===== config.mk =====
export PLATFORM = sky130hd
export DESIGN_NAME = regfile_wr_arbiter
export DESIGN_NICKNAME = d
export VERILOG_FILES = /design/src/rtl/regfile_wr_arbiter.sv
export SDC_FILE = /design/constraint.sdc
export NUM_CORES = 1
export LEC_CHECK = 0
export CAP_MARGIN = 30
export CORE_ASPECT_RATIO = 1.75
export CORE_MARGIN = 5
export CORE_UTILIZATION = 42
export DETAILED_ROUTE_END_ITERATION = 8
export PLACE_DENSITY = 0.85
export SLEW_MARGIN = 10
export SYNTH_ARGS = -nofsm -noshare
export SYNTH_HDL_FRONTEND = slang
export SYNTH_SLANG_ARGS = --single-unit

===== constraint.sdc =====
create_clock -name clk -period 3.6 [get_ports clk]
set_input_delay 0.9 -clock clk [delete_from_list [all_inputs] [get_ports clk]]
set_output_delay 0.9 -clock clk [all_outputs]
set_load 0.02 [all_outputs]

===== src/rtl/regfile_wr_arbiter.sv =====
// Register file write-port owner: zero-clears every entry after reset, then
// round-robin arbitrates the ALU (port 0) and LSU (port 1) writebacks onto one registered port.
module regfile_wr_arbiter #(
    parameter int ADDR_WIDTH = 5,
    parameter int DATA_WIDTH = 32,
    parameter int ZERO_REG   = 1
) (
    input  logic                  clk,
    input  logic                  rst,
    input  logic                  req0_valid,
    input  logic [ADDR_WIDTH-1:0] req0_addr,
    input  logic [DATA_WIDTH-1:0] req0_data,
    output logic                  req0_ready,
    input  logic                  req1_valid,
    input  logic [ADDR_WIDTH-1:0] req1_addr,
    input  logic [DATA_WIDTH-1:0] req1_data,
    output logic                  req1_ready,
    output logic [ADDR_WIDTH-1:0] rf_waddr,
    output logic [DATA_WIDTH-1:0] rf_wdata,
    output logic                  rf_wen,
    output logic                  init_done
);

    typedef enum logic {
        ST_CLEAR,
        ST_RUN
    } state_t;

    state_t                  state_q, state_d;
    logic [ADDR_WIDTH-1:0]   clr_cnt_q, clr_cnt_d;
    logic                    last_grant_q, last_grant_d;
    logic                    rf_wen_q, rf_wen_d;
    logic [ADDR_WIDTH-1:0]   rf_waddr_q, rf_waddr_d;
    logic [DATA_WIDTH-1:0]   rf_wdata_q, rf_wdata_d;
    logic                    init_done_q, init_done_d;

    logic                    grant0, grant1;
    logic                    hs0, hs1;
    logic [ADDR_WIDTH-1:0]   acc_addr;
    logic [DATA_WIDTH-1:0]   acc_data;

    // Ready depends only on state, valids and last_grant; never on rf_* outputs.
    always_comb begin
        grant0 = 1'b0;
        grant1 = 1'b0;
        if (req0_valid && req1_valid) begin
            grant0 = last_grant_q;
            grant1 = !last_grant_q;
        end else begin
            grant0 = req0_valid;
            grant1 = req1_valid;
        end
    end

    assign req0_ready = (state_q == ST_RUN) && grant0;
    assign req1_ready = (state_q == ST_RUN) && grant1;
    assign hs0        = req0_valid && req0_ready;
    assign hs1        = req1_valid && req1_ready;
    assign acc_addr   = hs1 ? req1_addr : req0_addr;
    assign acc_data   = hs1 ? req1_data : req0_data;

    always_comb begin
        state_d      = state_q;
        clr_cnt_d    = clr_cnt_q;
        last_grant_d = last_grant_q;
        rf_wen_d     = 1'b0;
        rf_waddr_d   = rf_waddr_q;
        rf_wdata_d   = rf_wdata_q;
        init_done_d  = init_done_q;
        unique case (state_q)
            ST_CLEAR: begin
                rf_wen_d   = 1'b1;
                rf_waddr_d = clr_cnt_q;
                rf_wdata_d = '0;
                clr_cnt_d  = clr_cnt_q + ADDR_WIDTH'(1);
                if (clr_cnt_q == '1) begin
                    state_d     = ST_RUN;
                    init_done_d = 1'b1;
                end
            end
            ST_RUN: begin
                // A write to x0 still completes the handshake; only the issue is suppressed.
                if (hs0 || hs1) begin
                    last_grant_d = hs1;
                    rf_waddr_d   = acc_addr;
                    rf_wdata_d   = acc_data;
                    rf_wen_d     = !((ZERO_REG != 0) && (acc_addr == '0));
                end
            end
            default: state_d = ST_CLEAR;
        endcase
    end

    always_ff @(posedge clk or posedge rst) begin
        if (rst) begin
            state_q      <= ST_CLEAR;
            clr_cnt_q    <= '0;
            last_grant_q <= 1'b1;
            rf_wen_q     <= 1'b0;
            rf_waddr_q   <= '0;
            rf_wdata_q   <= '0;
            init_done_q  <= 1'b0;
        end else begin
            state_q      <= state_d;
            clr_cnt_q    <= clr_cnt_d;
            last_grant_q <= last_grant_d;
            rf_wen_q     <= rf_wen_d;
            rf_waddr_q   <= rf_waddr_d;
            rf_wdata_q   <= rf_wdata_d;
            init_done_q  <= init_done_d;
        end
    end

    assign rf_wen    = rf_wen_q;
    assign rf_waddr  = rf_waddr_q;
    assign rf_wdata  = rf_wdata_q;
    assign init_done = init_done_q;

endmodule


==> results.rst, run 1 <==
.. list-table::
   :header-rows: 1

   * - Metric
     - Value
   * - Result of the run
     - finished, final reports clean
   * - Power share of the combinational group
     - 30.0%
   * - Highest-count cells in the layout ignoring fill and taps
     - 118 x sky130_fd_sc_hd__clkdlybuf4s50_1, 44 x sky130_fd_sc_hd__dfrtp_1, 36 x sky130_fd_sc_hd__mux2i_1, 34 x sky130_fd_sc_hd__nand3_1, 33 x sky130_fd_sc_hd__o21ai_1
   * - Dominant cells by area after synthesis
     - sky130_fd_sc_hd__dfrtp_1 51%, sky130_fd_sc_hd__mux2i_1 16%, sky130_fd_sc_hd__nand3_1 7.6%, sky130_fd_sc_hd__o21ai_1 7.4%, sky130_fd_sc_hd__buf_2 1.3%
   * - Antenna violations before repair
     - 0
   * - Actual slew at the worst max-slew pin
     - 0.623 ns
   * - Clock root buffer
     - sky130_fd_sc_hd__clkbuf_8
   * - Area after DPL
     - 0.00344 mm^2
   * - Total count of hold-check failures in the final report
     - 0
   * - Syn Area/Cell
     - 10.7 um^2
   * - Clock Power Share
     - 23.7%
   * - Async set-or-reset flop fraction in the synthesized netlist
     - 100%
   * - Std-Cell Core Area
     - 0.00521 mm^2
   * - Remaining DRCs
     - 0
   * - Post-synthesis net count
     - around 290
   * - Cell taking the most area after synthesis
     - sky130_fd_sc_hd__dfrtp_1
   * - Post-CTS Setup Repair Bufs
     - 0
   * - Type of element launching the critical path
     - input pin
   * - Highest Clock Rate
     - 303 MHz
   * - Via count of the first global-routing pass
     - 2097
   * - Maximum level of the CTS H-tree
     - 2
   * - Final number of setup-violating endpoints
     - 0
   * - Final design instance area without fill
     - 0.00352 mm^2
   * - Combined global-route utilization of all metal layers
     - ~18%
   * - Die height
     - approximately 110 um
   * - Sequential share of the synthesized area
     - 51.7%
   * - Max-Cap Viols
     - 0
   * - Synth unique cells
     - 34
   * - Number of buffers inserted for hold repair after clock tree synthesis
     - 0
   * - Width of the chip
     - 65.1 um
   * - Proportion of total power due to net switching
     - about 29%
   * - Critical path peak fanout
     - 5
   * - Largest net degree at the start of global routing
     - 50
   * - Sequential Power Share
     - a little under half
   * - FF/Latch Area
     - 0.00115 mm^2
   * - Syn Inst Count
     - around 210
   * - Total area of multi-input combinational cells
     - 971 um^2
   * - Number of standard-cell rows in the floorplan
     - 35
   * - Area of the die
     - between 0.006 and 0.007 mm^2
   * - Vias post-DR
     - a little over 2000
   * - Post-layout min period
     - 3.30 ns
   * - Worst-skew pair later-pin latency
     - between 0.2 and 0.3 ns
   * - Fin nets
     - between 400 and 500
   * - Routed wire length
     - 6270 um
   * - Worst endpoint required time
     - 2.70 ns
   * - Crit path arrival time
     - between 2 and 2.5 ns
   * - Post-route clock skew
     - roughly 0.0024 ns
   * - Cell internal pwr
     - 0.913 mW
   * - Unrepaired setup endpoints after global routing
     - false
   * - Slew HR
     - 58.3%
   * - Ports placed on the boundary
     - between 100 and 150
   * - Final Max Slew Viols
     - 0
   * - Endpoint type of the worst setup path
     - output port
   * - CTS clk-pin slew, worst paths
     - approximately 0.080 ns
   * - Synthesis Warnings
     - 0
   * - Register bit count reported by yosys
     - 46
   * - Synth Flop Type
     - sky130_fd_sc_hd__dfrtp_1
   * - Total negative setup slack
     - 0 ns
   * - Weighted congestion at the end of routability-driven global placement
     - 0.756
   * - Clock tree sinks
     - 46
   * - Hold_ws
     - 0.478 ns
   * - Fraction of final layout cells with drive strength greater than 1
     - 5.90%
   * - Number of DRC markers in iteration 0
     - 51
   * - Critical path class
     - input pin to output port
   * - Switching power of the nets
     - 0.364 mW
   * - Area growth from synthesis to final layout
     - 58.1%
   * - Post-DP HPWL
     - about 4700 um
   * - Fillcell total
     - around 430
   * - Commonest non-fill, non-tap cell in the layout
     - sky130_fd_sc_hd__clkdlybuf4s50_1
   * - Global-route wire length before repair
     - 9430 um
   * - Starting utilization of the core area
     - 42.8%
   * - Wire length per cell after detailed routing
     - roughly 17 um
   * - Power density over the cells
     - around 360 mW/mm^2
   * - TritonCTS Buffers
     - 5
   * - Worst ir drop on vdd
     - between 0.0002 and 0.0003 V
   * - Post-Syn Area
     - 0.00223 mm^2
   * - CTS tree
     - built
   * - Per-cell via count in the routed design
     - roughly 5.3
   * - Count of flip-flops with a built-in enable after synthesis
     - 0
   * - Top cell type's share of synthesized area
     - 50.5%
   * - Buffer depth of the longest clock path
     - 2
   * - Post-cts sizing count
     - 0
   * - Number of nets with antenna violations after detailed routing
     - 0
   * - I/O Buffers
     - 118
   * - Cell leakage power
     - 1.54 nW
   * - Drt pass-1 iters
     - 4
   * - Hold crit path type
     - flop to flop
   * - Overall overflow remaining after global route
     - 0
   * - Post-route clock period utilization
     - between 90% and 100%
   * - Number of inserted diodes
     - 0
-- state kept, by name, summed over array words and instances (netlist names) --
signal        flops
init_done         1
rf_wdata         32
rf_wen            1
rf_waddr          5
clr_cnt_q         5
state_q           1
last_grant_q      1
-- final cells by class --
type                    instances  share of cell area (%)
repair buffers                123                    34.9
clock buffers                   8                    2.27
inverters                       5                   0.533
multi-input cells             140                    27.6
flip-flops and latches         46                    32.7
well taps                      55                    1.95
-- critical path, stage by stage --
cell and delay [ns]:
sky130_fd_sc_hd__clkdlybuf4s50_1 0.53, sky130_fd_sc_hd__nand2_2 0.18, sky130_fd_sc_hd__nand3_2 0.09, sky130_fd_sc_hd__inv_1 0.08
sky130_fd_sc_hd__clkdlybuf4s50_1 0.62
-- path summary, 6_finish.rpt --
check / from / end / slack [ns] / depth (start not counted)
min reg2reg: last_grant_q$_DFFE_PP1P_ / last_grant_q$_DFFE_PP1P_ / 0.48 / 2
min in group asynchronous: rst / rf_wdata[18]$_DFFE_PP0P_ / 1.00 / 2
max reg2reg: state_q$_DFF_PP0_ / rf_wen$_DFF_PP0_ / 1.74 / 4
min: last_grant_q$_DFFE_PP1P_ / last_grant_q$_DFFE_PP1P_ / 0.48 / 2
max in group asynchronous: rst / rf_wdata[16]$_DFFE_PP0P_ / 1.92 / 3
max: req0_valid / req1_ready / 0.30 / 5
-- logic make-up after synthesis --
group           count (synthesis)  share of synthesized area, %
compound gates                 49                          12.7
mux                            38                          17.2
buf+inv                        22                          5.05
fa+ha+maj                       2                          1.12
xor+xnor                        3                          1.18
simple gates                   48                          11.1
flops                          46                          51.7
-- stage by stage --
step	setup slack (ns)	power (mW)	utilization, %	cells
CTS	0.280	1.30	67.6	377
global placement	0.323	0.981	66.1	369
detailed placement	0.298	0.990	66.1	369
global route	0.204	1.33	67.6	377
finish	0.295	1.28	67.6	377
floorplan	1.19	0.772	-	208
-- power groups by stage --
| stage | Sequential [mW] | Combinational [mW] | Clock, mW |
|---|---|---|---|
| global route | 0.599 | 0.406 | 0.328 |
| finish | 0.592 | 0.383 | 0.303 |
| CTS | 0.592 | 0.389 | 0.314 |
| global placement | 0.599 | 0.382 | 0 |
| detailed placement | 0.602 | 0.388 | 0 |
| floorplan | 0.661 | 0.110 | 0 |
-- cell usage after synthesis, types with 2 or more instances --
cell type                  instances
sky130_fd_sc_hd__xnor2_1           3
sky130_fd_sc_hd__a311oi_1          2
sky130_fd_sc_hd__mux2_2            2
sky130_fd_sc_hd__inv_1             5
sky130_fd_sc_hd__buf_4             4
sky130_fd_sc_hd__o22ai_1           2
sky130_fd_sc_hd__nor2b_1           2
sky130_fd_sc_hd__ha_1              2
sky130_fd_sc_hd__o21ai_1          33
sky130_fd_sc_hd__a21oi_1           3
sky130_fd_sc_hd__nand3_1          34
sky130_fd_sc_hd__nand2_1           3
sky130_fd_sc_hd__nor2_1            3
sky130_fd_sc_hd__clkbuf_1          6
sky130_fd_sc_hd__dfrtp_1          45
sky130_fd_sc_hd__buf_2             6
sky130_fd_sc_hd__mux2i_1          36
-- routing by layer --
layer	GRT usage, %	vias to the layer above	wire, um	share of wire [%]
met5	0	-	0	0
met4	7.27	0	71	1.1
met3	3.17	6	329	5.2
met2	35.4	56	3670	58
met1	16.7	971	2210	35
li1	-	978	-	-
No activity file was read; power rests on OpenSTA's default activity.
==> run 2, diff against run 1 <==
Settings changed: CORE_MARGIN 5 to 2, CTS_CLUSTER_DIAMETER set to 120, TNS_END_PERCENT set to 50.
==> results.rst, run 2 (synthesis results as in run 1) <==
.. list-table::
   :header-rows: 1

   * - Metric
     - Value
   * - Commonest non-fill, non-tap cell in the layout
     - sky130_fd_sc_hd__clkdlybuf4s50_1
   * - CTS tree
     - built
   * - Met2 routing resource usage after global routing
     - 37.4% (+2.1 points)
   * - Starting utilization of the core area
     - 42.8% (unchanged)
   * - Biggest cell delay along the critical path
     - 0.62 ns (about the same)
   * - Top delay family on crit path
     - buffers and inverters
   * - Number of buffers inserted for hold repair after clock tree synthesis
     - 0 (unchanged)
   * - Antenna violations before repair
     - 0 (unchanged)
   * - Fillcell total
     - 432 (+1.2%)
   * - Area after DPL
     - 0.00343 mm^2 (-0.36%)
   * - Post-route clock period utilization
     - 91.9% (+0.098 points)
   * - Global-route wire length before repair
     - 9340 um (-0.95%)
   * - Cell with the biggest individual delay on the critical path
     - sky130_fd_sc_hd__clkdlybuf4s50_1
   * - Routed wire length
     - 5750 um (-8.3%)
   * - Clock root buffer
     - sky130_fd_sc_hd__clkbuf_8
   * - Power density over the cells
     - 364 mW/mm^2 (+0.41%)
   * - Buffer depth of the longest clock path
     - 2 (unchanged)
   * - Weighted congestion at the end of routability-driven global placement
     - 0.724 (-4.3%)
   * - Remaining DRCs
     - 0 (unchanged)
   * - Critical path peak fanout
     - 5 (unchanged)
   * - Fraction of final layout cells with drive strength greater than 1
     - 6.52% (+0.62 points)
   * - Critical path, cell by cell
     - clkdlybuf4s50_1 > nand2_2 > nand3_2 > inv_1 > clkdlybuf4s50_1
   * - Width of the chip
     - 59.1 um (-9.2%)
   * - Post-cts sizing count
     - 0 (unchanged)
   * - Worst ir drop on vdd
     - 0.000342 V (+35%)
   * - Total area of multi-input combinational cells
     - 971 um^2 (unchanged)
   * - Wire length per cell after detailed routing
     - 15.3 um (-8.3%)
   * - Number of flip-flops in the largest register
     - 32 (unchanged)
   * - Vias post-DR
     - 1993 (-0.90%)
   * - Overall overflow remaining after global route
     - 0 (unchanged)
   * - Ports placed on the boundary
     - 119 (unchanged)
   * - Post-CTS Setup Repair Bufs
     - 0 (unchanged)
   * - Hold crit path type
     - flop to flop
   * - Final number of setup-violating endpoints
     - 0 (unchanged)
   * - Post-layout min period
     - 3.31 ns (+0.00352 ns)
   * - Via count of the first global-routing pass
     - 1993 (-5.0%)
   * - Post-DP HPWL
     - 4340 um (-8.5%)
   * - Maximum level of the CTS H-tree
     - 2 (unchanged)
   * - Most Frequent Cell on Critical Path
     - sky130_fd_sc_hd__clkdlybuf4s50_1
   * - FF/Latch Area
     - 0.00115 mm^2 (unchanged)
   * - Worst path bufs/invs
     - 3 (unchanged)
   * - Actual slew at the worst max-slew pin
     - 0.641 ns (+0.0177 ns)
   * - Clock tree sinks
     - 46 (unchanged)
   * - Most used routing layer in global routing
     - met2
   * - Number of nets with antenna violations after detailed routing
     - 0 (unchanged)
   * - Final design instance area without fill
     - 0.00352 mm^2 (about the same)
   * - Share of the core filled with cells in the final layout
     - 67.6% (about the same)
   * - Slew HR
     - 57.3% (-1.0 points)
   * - Post-route clock skew
     - 0.00544 ns (+0.00302 ns)
   * - Max-Cap Viols
     - 0 (unchanged)
   * - Unrepaired setup endpoints after global routing
     - false
   * - Met1 capacity usage during global routing
     - 23.0% (+6.4 points)
   * - Cell leakage power
     - 1.55 nW (+0.33%)
   * - Worst endpoint required time
     - 2.70 ns (about the same)
   * - Highest-count cells in the layout ignoring fill and taps
     - 118 x sky130_fd_sc_hd__clkdlybuf4s50_1, 44 x sky130_fd_sc_hd__dfrtp_1, 36 x sky130_fd_sc_hd__mux2i_1, 34 x sky130_fd_sc_hd__nand3_1, 33 x sky130_fd_sc_hd__o21ai_1
   * - Final Max Slew Viols
     - 0 (unchanged)
   * - Global-route track usage on met3
     - 4.25% (+1.1 points)
   * - Type of element launching the critical path
     - input pin
   * - Per-cell via count in the routed design
     - 5.29 (-0.90%)
   * - Worst-skew pair later-pin latency
     - 0.29 ns (about the same)
   * - Combined global-route utilization of all metal layers
     - 20.8% (+3.2 points)
   * - Endpoint type of the worst setup path
     - output port
   * - Die height
     - 100 um (-5.6%)
   * - Area of the die
     - 0.00593 mm^2 (-14%)
   * - Crit path arrival time
     - 2.41 ns (about the same)
   * - TritonCTS Buffers
     - 5 (unchanged)
   * - Total negative setup slack
     - 0 ns (unchanged)
   * - Fin nets
     - 401 (unchanged)
   * - Highest Clock Rate
     - 302 MHz (-0.11%)
   * - Number of inserted diodes
     - 0 (unchanged)
   * - CTS clk-pin slew, worst paths
     - 0.08 ns (about the same)
   * - Result of the run
     - finished, final reports clean
   * - Area growth from synthesis to final layout
     - 58.1% (about the same)
   * - I/O Buffers
     - 118 (unchanged)
   * - Critical path class
     - input pin to output port
   * - Total count of hold-check failures in the final report
     - 0 (unchanged)
   * - Number of standard-cell rows in the floorplan
     - 35 (unchanged)
   * - Std-Cell Core Area
     - 0.00521 mm^2 (unchanged)
   * - Number of DRC markers in iteration 0
     - 96 (+88%)
   * - Largest net degree at the start of global routing
     - 70 (+40%)
   * - Drt pass-1 iters
     - 4 (unchanged)
## run 2: cell count changes in the layout (fill, tap and decap cells not counted), sizes merged
cell,change
clkbuf,-1
clkinv,+1
## run 2: path summary, 6_finish.rpt
path | cells past startpoint | startpoint | end | slack [ns]
worst min register to register | 2 | last_grant_q$_DFFE_PP1P_ | last_grant_q$_DFFE_PP1P_ | 0.48
max in group asynchronous | 3 | rst | rf_wdata[9]$_DFFE_PP0P_ | 1.95
min in group asynchronous | 2 | rst | rf_wdata[5]$_DFFE_PP0P_ | 0.98
worst min-delay path | 2 | last_grant_q$_DFFE_PP1P_ | last_grant_q$_DFFE_PP1P_ | 0.48
worst max register to register | 4 | state_q$_DFF_PP0_ | rf_waddr[2]$_DFFE_PP0P_ | 1.65
worst max-delay path | 5 | req0_valid | req1_ready | 0.29
## run 2: worst min-delay path: stages, from the launching register on
cell,delay [ns]
sky130_fd_sc_hd__dfstp_2,0.39
sky130_fd_sc_hd__nand2_1,0.05
sky130_fd_sc_hd__nand2_1,0.05
## run 2: per-stage QoR
step           instances  hold WS [ns]  setup slack, ns  power, mW
2_1_floorplan        208         0.453             1.19      0.772
3_3_place_gp         369         0.462            0.326      0.977
3_5_place_dp         369         0.460            0.293      0.986
4_1_cts              377         0.479            0.276       1.30
5_1_grt              377         0.502            0.195       1.35
6_report             377         0.480            0.292       1.28
## run 2: power breakdown
group / switching (mW) / internal [mW] / leakage [nW]
clock: 0.156 / 0.155 / 0.0482
sequential: 0.0252 / 0.566 / 0.550
combinational: 0.173 / 0.207 / 0.947
## run 2: cell type report
| type | instances | area share [%] |
|---|---|---|
| sequential | 46 | 32.8 |
| timing repair buffer | 123 | 34.6 |
| clock inverter | 1 | 0.142 |
| inverter | 5 | 0.533 |
| multi-input combinational | 140 | 27.6 |
| tap | 55 | 1.95 |
| clock buffer | 7 | 2.45 |
## run 2: layer usage
layer,share of wire [%],vias to the layer above
met4,2.4,0
li1,-,975
met3,4.0,12
met2,57,65
met5,0,-
met1,36,941
==> RTL change 1 (settings of run 1) <==
`ZERO_REG`: 1 -> 0.
--- a/src/rtl/regfile_wr_arbiter.sv
+++ b/src/rtl/regfile_wr_arbiter.sv
@@ -3,7 +3,7 @@
 module regfile_wr_arbiter #(
     parameter int ADDR_WIDTH = 5,
     parameter int DATA_WIDTH = 32,
-    parameter int ZERO_REG   = 1
+    parameter int ZERO_REG   = 0
 ) (
     input  logic                  clk,
     input  logic                  rst,
Check against the original RTL: no difference found for any inputs over 10 cycles, from zero or initial values and one cycle with rst high; that may be too few to reach the edited logic, so the function may still have changed.
==> RTL change 1 against run 1 <==
  * Clock power grew 25%
  * Largest cell class unchanged
  * Fmax shrank 3.3%
  * Area after synthesis rose by 7.0%
  * Core utilization shrank 1.1 points
  * Clock skew rose by 0.0051 ns
  * Wire length is 17% higher
  * Largest power group unchanged
  * Total power is 8.0% higher
  * Critical endpoint unchanged
  * Sequential cell count stayed put
  * Setup slack got worse by 0.11 ns
  * Sequential power hardly changed
  * Sequential share of layout area shrank 1.4 points
  * Design area up 4.5%
  * Critical path depth is 1 lower
==> RTL change 1: results (changes against run 1) <==
Post CTS Setup Buffer Count 0 (unchanged); Async S/R FF share, synth 1.00 (unchanged); max FFs per register 32 (unchanged); H-tree Lvls 2 (unchanged); initial antenna violation count 0 (unchanged); Filler cells 428 (+0.23%); Hold Crit Start init_done; met2 wire length 3.84 mm (+4.9%); Mapped Nets 264 (-8.3%); Peak VDD IR 0.201 mV (-21%); DP Cell Count 363 (-1.6%); worst slew margin relative to its limit 0.627 (+0.0440); RR Endpoint rf_wdata[8]; sequential area share after synthesis 0.483 (-0.0337); Area contributors post-synth dfrtp_1 (47%), o2111a_1 (15%), a221o_1 (13%); hold path cells 1 (-1); vias per cell 5.95 (+12%); GR Util met1 0.246 (+0.0795); period utilisation layout 0.949 (+0.0315); Buffers on Ports 118 (unchanged); R2R Path Start last_grant_q; worst reg-to-reg path cell count 4 (unchanged); Critical Path AT 2.52 ns (+0.12 ns); GPL Wtd Cong 0.769 (+1.7%); layout cells sized above 1 0.102 (+0.0427); Lkg Pwr 1.48 nW (-3.9%); clk_skew 0.00753 ns (+0.00512 ns); Post-Layout Cell Count 371 (-1.6%); smallest hold slack 0.475 ns (-0.00349 ns); Tot GR Track Use 0.202 (+0.0257); first-pass GRT wire length 11.3 mm (+20%); Gate Count Post-Synth 184 (-12%); switching share of power 0.281 (-0.00452); met3 Use GR 0.0317 (about the same); metal3 WL 386 um (+17%); largest net degree at the start of global routing 56 (+12%); placed cell areas 3570 um2 (+3.8%); met1 WL 2.88 mm (+31%); wire per inst 19.8 um (+19%); status finished clean; initial DRC count 219 (+330%); reg2reg setup slack 1.81 ns (+0.07 ns); synth unique cells 31 (-8.8%); vias in the first global route 2242 (+6.9%); DP HPWL 5.21 mm (+9.8%); Hold Crit Endpoint init_done; GR met2 Demand/Resource 0.348 (-0.00583); Post-synth top cells dfrtp_1 (45), a221o_1 (32), o2111a_1 (32)
==> RTL change 1: cell types whose count changed after synthesis, sizes merged, moves of 3 or more <==
cell / change
o21ai: -33
o2111a: +32
mux2i: -36
o2111ai: +10
buf: +8
a221o: +32
nand3: -29
nand2: -3
==> RTL change 1: power groups by stage <==
stage	combinational, W	sequential, W	clock (W)
2_1_floorplan	0.000132	0.000662	0
3_3_place_gp	0.000400	0.000601	0
3_5_place_dp	0.000407	0.000603	0
4_1_cts	0.000410	0.000593	0.000394
5_1_grt	0.000429	0.000599	0.000409
6_report	0.000406	0.000593	0.000380
==> RTL change 1: worst max-delay path by stage <==
stage | start | end | cells after the start
after floorplan | req0_valid | req0_ready | 4
after global placement | req1_valid | req1_ready | 4
after detailed placement | req1_valid | req1_ready | 4
after CTS | req1_valid | req1_ready | 4
after global routing | req1_valid | req1_ready | 4
final | req1_valid | req1_ready | 4
==> RTL change 1: layout make-up <==
cell class / instances / area, um2 / share of cell area
repair buffers: 129 / 1280 / 0.349
well taps: 76 / 95.1 / 0.0258
flip-flops and latches: 46 / 1150 / 0.313
clock buffers: 5 / 68.8 / 0.0187
clock inverters: 3 / 40.0 / 0.0109
multi-input cells: 106 / 1010 / 0.275
inverters: 6 / 27.5 / 0.00747
==> RTL change 1: critical path, stage by stage <==
cell and delay (ns):
clkdlybuf4s50_1 0.68, inv_6 0.05, a211oi_4 0.23, clkdlybuf4s50_1 0.65
==> RTL change 1: cell families (layout without fill, tap and decap cells) <==
kind of cell    after synthesis  in the layout  share of synthesized area
simple gates                 15             15                     0.0394
mux                           2              2                    0.00945
compound gates               84             84                      0.355
xor+xnor                      3              3                     0.0110
fa+ha+maj                     2              2                     0.0105
flops                        46             46                      0.483
buf+inv                      32            143                     0.0908
==> RTL change 2 (flow settings as in run 1) <==
Made on the original files. Make the reset (`rst`) synchronous in one clocked block.
--- a/src/rtl/regfile_wr_arbiter.sv
+++ b/src/rtl/regfile_wr_arbiter.sv
@@ -91,7 +91,7 @@
         endcase
     end
 
-    always_ff @(posedge clk or posedge rst) begin
+    always_ff @(posedge clk) begin
         if (rst) begin
             state_q      <= ST_CLEAR;
             clr_cnt_q    <= '0;
Formal check against the unedited RTL: differs if rst is asserted again (counterexample within 4 cycles, from zero or initial values and one cycle with rst high); with rst held inactive, the same outputs for 10 cycles.
==> RTL change 2 against run 1 <==
  * Wire length grew 1.6%
  * Design area shrank 6.1%
  * Sequential cell count is the same
  * Area after synthesis decreased by 9.9%
  * Synthesized cell count is 9.1% higher
  * Global-route usage grew 1.7 points
  * Clock skew up 0.0033 ns
  * Non-clock buffer count rose by 3
  * Setup slack got worse by 0.043 ns
  * Largest cell class unchanged
  * Highest routed layer unchanged
Power is not compared: it rests on default switching activity, and its combinational part moved more than twofold at a synthesized area within 25%.
==> RTL change 2: results (changes against run 1) <==
H-tree Lvls 2 (unchanged); DP HPWL 4.87 mm (+2.5%); smallest hold slack 0.450 ns (-0.0286 ns); worst reg-to-reg path cell count 6 (+2); vias per cell 5.37 (+0.76%); Crit Path Max Fanout 4 (-1); sequential area share after synthesis 0.459 (-0.0583); final wirelength 6.38 mm (+1.6%); Resized Gates After CTS 0 (unchanged); clk cell area share 0.0261 (+0.00338); synth unique cells 36 (+5.9%); Filler cells 406 (-4.9%); DP Cell Count 387 (+4.9%); slowest cell on the critical path clkdlybuf4s50_1; final-layout non-clock buffer area share 0.375 (+0.0259); status finished clean; Post-Place Setup Slack 0.273 ns (-0.0250 ns); crit-path max cell delay 0.60 ns (-0.02 ns); sequential cell area 921 um2 (-20%); layout cells sized above 1 0.0641 (+0.00513); power per cell area 298 nW/um2; CTS buffer count 5 (unchanged); reg2reg setup slack 1.93 ns (+0.19 ns); clk_skew 0.00567 ns (+0.00325 ns); GPL Wtd Cong 0.845 (+12%); Clock power frac 0.313; fin nets 422 (+5.2%); Clock Sink Count 46 (unchanged); initial antenna violation count 0 (unchanged); Post-synth top cells dfxtp_1 (46), nand2_1 (34), a22oi_1 (32); n_diodes 0 (unchanged); Multi-In Gates 161 (+15%); Die W 62.3 um (-4.3%); first-pass GRT wire length 9.92 mm (+5.1%); via count 2123 (+5.6%); Gate Count Post-Synth 227 (+9.1%); YS warnings 0 (unchanged); non-clock buffer count 126 (+2.4%); Async S/R FF share, synth 0 (-1.00); fin crit period 3.35 ns (+0.0432 ns); initial DRC count 135 (+160%); fin area 3310 um2 (-6.1%); max FFs per register 32 (unchanged); Tot GR Track Use 0.193 (+0.0169); clkbuf count 6 (-2); Mapped Nets 307 (+6.6%); Critical Path AT 2.45 ns (+0.05 ns); largest net degree at the start of global routing 36 (-28%); multi-input combinational cell area 986 um2 (+1.5%); placed cell areas 3220 um2 (-6.5%); Peak VDD IR 0.253 mV; Worst Max-Slew Pin Slew 0.413 ns (-0.210 ns); clk_lat worst skew 0.29 ns (about the same); Worst-path clk slew 0.08 ns (about the same); CP delay by family, top buffers and inverters; Inverters 2 (-3); vias in the first global route 2107 (+0.48%); Hold Path Class flip-flop to flip-flop; Area contributors post-synth dfxtp_1 (46%), a22oi_1 (12%), o21ai_0 (7.0%)
RTL change 2: per-layer routing:
layer / vias up / share of wire / wire length, um / global-route usage
met4: 0 / 0.028 / 181 / 0.0801
met1: 987 / 0.37 / 2330 / 0.196
li1: 1051 / - / - / -
met5: - / 0 / 0 / 0
met3: 14 / 0.047 / 302 / 0.0433
met2: 71 / 0.56 / 3560 / 0.373
RTL change 2: cell families (layout without fill, tap and decap cells):
kind of cell,after synthesis,in the layout,share of synthesized area
buf+inv,20,136,0.0530
flops,46,46,0.459
fa+ha+maj,2,2,0.0125
compound gates,76,76,0.257
simple gates,75,75,0.181
xor+xnor,3,3,0.0131
mux,5,5,0.0249
RTL change 2: worst paths after layout:
kind,start,end
setup / recovery,req0_valid,req0_ready
hold / removal,rf_wdata[16],rf_wdata[16]
setup reg to reg,state_q,rf_wdata[29]
hold reg to reg,rf_wdata[16],rf_wdata[16]
RTL change 2: tightest hold or removal path, cell delays in order (launching register included):
cell and delay [ns]:
dfxtp_1 0.31, nand2_1 0.05, o21ai_1 0.05
